`config.mk`:
```
export PLATFORM = sky130hd
export DESIGN_NAME = ram_slot_scheduler
export DESIGN_NICKNAME = d
export VERILOG_FILES = /design/src/rtl/ram_slot_scheduler.sv
export SDC_FILE = /design/constraint.sdc
export NUM_CORES = 1
export LEC_CHECK = 0
export ABC_AREA = 1
export CORE_UTILIZATION = 37
export DETAILED_ROUTE_END_ITERATION = 6
export GPL_TIMING_DRIVEN = 0
export PLACE_DENSITY = 0.77
export SYNTH_ARGS = -nofsm -noshare
export SYNTH_HDL_FRONTEND = slang
export SYNTH_SLANG_ARGS = --single-unit
```
`constraint.sdc`:
```
create_clock -name clk -period 1.5 [get_ports clk]
set_clock_uncertainty 0.15 [all_clocks]
set_input_delay 0.3 -clock clk [delete_from_list [all_inputs] [get_ports clk]]
set_output_delay 0.3 -clock clk [all_outputs]
set_load 0.05 [all_outputs]
```
`src/rtl/ram_slot_scheduler.sv`:
```
// ram_slot_scheduler: time-division arbiter for the shared 8 MHz RAM bus.
// A free-running 2-bit phase (busCycle) selects per-slot priority among
// video fetch, CPU and sound buffer fetch. Every output is registered and
// changes only on a clk_en edge, or on any clk edge while reset is high.
module ram_slot_scheduler #(
  parameter logic [21:0] kSndBase = 22'h3FFD00
) (
  input  logic        clk,
  input  logic        reset,
  input  logic        clk_en,
  output logic [1:0]  busCycle,
  input  logic        loadPixels,
  input  logic [21:0] videoAddr,
  input  logic        cpu_req,
  input  logic        cpu_we,
  input  logic [21:0] cpu_addr,
  output logic        cpu_ack,
  input  logic        snd_req,
  input  logic [7:0]  snd_addr,
  output logic        snd_ack,
  output logic [7:0]  snd_overrun,
  output logic [1:0]  owner,
  output logic [21:0] ram_addr,
  output logic        ram_oe,
  output logic        ram_we
);

  typedef enum logic [1:0] {
    OWN_IDLE = 2'd0,
    OWN_VID  = 2'd1,
    OWN_CPU  = 2'd2,
    OWN_SND  = 2'd3
  } owner_e;

  logic [1:0]  bus_cycle_q;
  owner_e      owner_q;
  owner_e      grant_d;
  logic [21:0] ram_addr_q;
  logic        ram_oe_q;
  logic        ram_we_q;
  logic        cpu_ack_q;
  logic        snd_ack_q;
  logic        snd_pend_q;
  logic [7:0]  snd_ovr_q;
  logic [21:0] snd_full_addr;

  // The offset wraps modulo 2^22 through the natural adder width.
  assign snd_full_addr = kSndBase + {14'd0, snd_addr};

  // Per-phase priority. Arbitration looks only at the registered pending
  // flag, so a sound request needs one edge to be latched before it can win.
  always_comb begin
    grant_d = OWN_IDLE;
    case (bus_cycle_q)
      2'd0: begin
        if (loadPixels)   grant_d = OWN_VID;
        else if (snd_pend_q) grant_d = OWN_SND;
        else if (cpu_req) grant_d = OWN_CPU;
      end
      2'd2: begin
        if (snd_pend_q)   grant_d = OWN_SND;
        else if (cpu_req) grant_d = OWN_CPU;
      end
      default: begin
        if (cpu_req)      grant_d = OWN_CPU;
        else if (snd_pend_q) grant_d = OWN_SND;
      end
    endcase
  end

  // Phase counter, grant registers, RAM strobes and sound request bookkeeping.
  always_ff @(posedge clk) begin
    if (reset) begin
      bus_cycle_q <= 2'd0;
      owner_q     <= OWN_IDLE;
      ram_addr_q  <= 22'd0;
      ram_oe_q    <= 1'b0;
      ram_we_q    <= 1'b0;
      cpu_ack_q   <= 1'b0;
      snd_ack_q   <= 1'b0;
      snd_pend_q  <= 1'b0;
      snd_ovr_q   <= 8'd0;
    end else if (clk_en) begin
      bus_cycle_q <= bus_cycle_q + 2'd1;
      owner_q     <= grant_d;
      cpu_ack_q   <= (grant_d == OWN_CPU);
      snd_ack_q   <= (grant_d == OWN_SND);
      case (grant_d)
        OWN_VID: begin
          ram_addr_q <= videoAddr;
          ram_oe_q   <= 1'b1;
          ram_we_q   <= 1'b0;
        end
        OWN_CPU: begin
          ram_addr_q <= cpu_addr;
          ram_oe_q   <= ~cpu_we;
          ram_we_q   <= cpu_we;
        end
        OWN_SND: begin
          ram_addr_q <= snd_full_addr;
          ram_oe_q   <= 1'b1;
          ram_we_q   <= 1'b0;
        end
        default: begin
          // Idle slot: strobes drop, address is left where it was.
          ram_oe_q <= 1'b0;
          ram_we_q <= 1'b0;
        end
      endcase
      // A request arriving on the serving edge re-arms the flag; one arriving
      // while an unserved request is still pending is lost and counted.
      if (grant_d == OWN_SND) begin
        snd_pend_q <= snd_req;
      end else if (snd_req) begin
        snd_pend_q <= 1'b1;
        if (snd_pend_q && (snd_ovr_q != 8'hFF)) snd_ovr_q <= snd_ovr_q + 8'd1;
      end
    end
  end

  assign busCycle    = bus_cycle_q;
  assign owner       = owner_q;
  assign ram_addr    = ram_addr_q;
  assign ram_oe      = ram_oe_q;
  assign ram_we      = ram_we_q;
  assign cpu_ack     = cpu_ack_q;
  assign snd_ack     = snd_ack_q;
  assign snd_overrun = snd_ovr_q;

endmodule

```
==> metrics <==
Max rail drop VDD=0.697 mV; Tightest Hold Check Type=in -> reg; type of origin of the critical path=primary input; Rows=26; Pleak=1.51 nW; Final Instance Area=0.00359 mm^2; worst-path maximum fanout=10; gr ovfl total=0; Synth-to-Final Area Change=80.4%; WP buf/inv=3; violated checks=negative setup slack; CP peak stage delay=0.58 ns; worst r2r src=busCycle[1]; CP most frequent cell=nand2_8; initial antenna violation count=0; vias in the first global route=2,267; fmax=604 MHz; Yosys warnings=0; delay-heaviest family, CP=buffers and inverters; CTS Hold Bufs=0; final hold slack=0.273 ns; DR vias=between 2,000 and 2,500; unique cell type count in the Yosys netlist=25; # setup viols final=31; most frequent cells in the layout=nand2_1 (59), clkdlybuf4s50_1 (57), dfxtp_1 (33); core area=slightly above 0.005 mm^2; Critical Path Sink Type=flop; Synth Instances=281; Hold Vio Cnt, Final=0; Worst Setup Path Type=in -> reg; Routed Antenna Nets=0; outcome=finished with violations; All-Layer GR Usage=23.9%; Root Buffer=clkbuf_8; layout cell share with drive strength beyond 1=38.6%; WP data arrival=1.69 ns; I/O Pins=97; largest net degree at the start of global routing=12; slew margin rel.=57.9%; fin crit share=110%; first-pass GRT wire length=between 10 and 15 mm; Clock Path Buffers=2; Final Slew Violations=0; Initial DRC Count=132; residual DRC count=0; number of fill cells=443; die area=0.00567 mm^2; Hold Crit Endpoint=snd_pend_q; CTS Sinks=39; die extent in y=75.3 um; WHS Path Cells=3; worst path required time=1.53 ns; Final Wtd Congestion=a little over 0.8; Final #Nets=463; clk slew on worst S/H paths=0.07 ns; syn_area_per_cell=7.08 um^2; die width=75.3 um; cells along the critical path=clkdlybuf4s50_1, nand3_4, nand2_8, inv_8, nand2_8, nand2_8, buf_12, o21ai_1, a21oi_1; post-route worst setup slack=-0.154 ns; PD cells=between 900 and 1000 mW/mm^2; worst-margin pin slew=0.631 ns; Place WS=-0.541 ns; Post-Synthesis Net Count=343; post-layout util=between 60% and 70%; Seq/Total Area, Yosys=39.2%; worst r2r dst=ram_addr[12]; H-tree Lvls=2; DP HPWL=4.35 mm; WL/cell=13.7 um; CTS tree=done; Port Buffer Count=96; RSZ-0062 raised after global routing=true; Yosys top cell by area=dfxtp_1; Synth area leaders=dfxtp_1 (39%), nand2_1 (12%), a21oi_1 (7.3%); slack of the worst reg-to-reg path=-0.15 ns; Post-Route WL=6.46 mm; Slowest-stage cell, CP=clkdlybuf4s50_1; antenna fix cells=0; Skew-Pair Late Insertion Delay=just under 0.3 ns; total CTS buffers=5; cell area after synthesis=0.00199 mm^2; Starting Density=between 30% and 40%; vias per cell=5.06; Worst R2R Path Depth=10; Synth Register Bits=39; min-delay src=clk_en; max cap viols=0; placed cell area=0.00314 mm^2; Setup Total Neg Slack=-3.26 ns; DRT Pass-1 Iters=4; most common cell after layout, fill and taps aside=nand2_1; post-synth top area share=39.2%; crit path time final=1.65 ns
==> cell families after synthesis <==
family,after synthesis,synth area share (%)
AO/OA/AOI/OAI,78,21.3
XOR/XNOR,3,1.32
adder cells (fa/ha/maj),3,1.89
buffers and inverters,43,9.68
flip-flops,39,39.2
AND/OR/NAND/NOR,115,26.6
==> routing by layer <==
| metal | track usage (%) | share of wire (%) |
|---|---|---|
| met1 | 28.4 | 41 |
| met2 | 40.9 | 49 |
| met3 | 6.75 | 8.1 |
| met4 | 9.26 | 1.8 |
| met5 | 0 | 0 |
==> power breakdown <==
part           total (mW)  internal [mW]  switching [mW]
combinational        1.36          0.544           0.819
clock               0.689          0.327           0.362
sequential           1.20           1.13          0.0734
total                3.25           2.00            1.25
==> registers in the layout (all words and copies together) (netlist names) <==
name	flops
busCycle	2
cpu_ack	1
owner	2
ram_addr	22
ram_oe	1
ram_we	1
snd_ack	1
snd_overrun	8
snd_pend_q	1
==> cell usage after synthesis <==
cell type  count
nand4_1        1
a21oi_1       29
nor2_1        17
a21oi_2        4
inv_4          1
nand3_2        2
inv_2          1
nor2_4         2
nand2_4        3
nand3b_1       4
o22ai_1        2
a22oi_1        5
clkbuf_1       4
o211ai_1       1
nand2_1       64
xor2_1         3
buf_2          5
inv_1         29
buf_6          3
dfxtp_1       39
ha_1           3
o21ai_1       18
o21ai_0       19
nand2_2        2
nand3_1       20
==> layout make-up <==
cell class	count	area, um^2	area share (%)
buffer	12	123	3.42
clock buffer	7	76.3	2.13
clock inverter	1	5.00	0.139
inverter	31	133	3.69
multi-input combinational	201	1370	38.0
sequential	39	798	22.2
tap	70	87.6	2.44
timing repair buffer	111	1000	27.9
==> worst max path at each step <==
stage           startpoint            to  slack (ns)  cells past startpoint
2_1_floorplan  busCycle[0]   ram_addr[3]       -0.18                     11
3_3_place_gp    loadPixels   ram_addr[9]       -0.50                      9
3_5_place_dp         reset       snd_ack       -0.54                      5
4_1_cts        busCycle[0]   ram_addr[2]       -0.15                     11
5_1_grt        busCycle[1]   ram_addr[1]       -0.23                     11
6_report        loadPixels  ram_addr[12]       -0.15                      9
==> metrics by stage <==
step	instances	power (mW)
finish	472	3.25
global placement	447	2.38
CTS	470	3.22
global route	472	3.41
detailed placement	447	2.39
floorplan	281	1.94
==> worst min-delay path, cell delays in order <==
cell,delay (ns)
clkbuf_2,0.20
nand2_1,0.11
a21oi_1,0.06
==> what timing repair did <==
action                                  in CTS  in global routing
setup buffers                               12                  2
cloned                                       3                  0
hold endpoints to repair                     0                  0
pin swaps                                   14                 15
endpoints found under the setup margin      77                 54
resized for setup                          177                 69
Note: power is estimated with default switching activity, not from simulation.
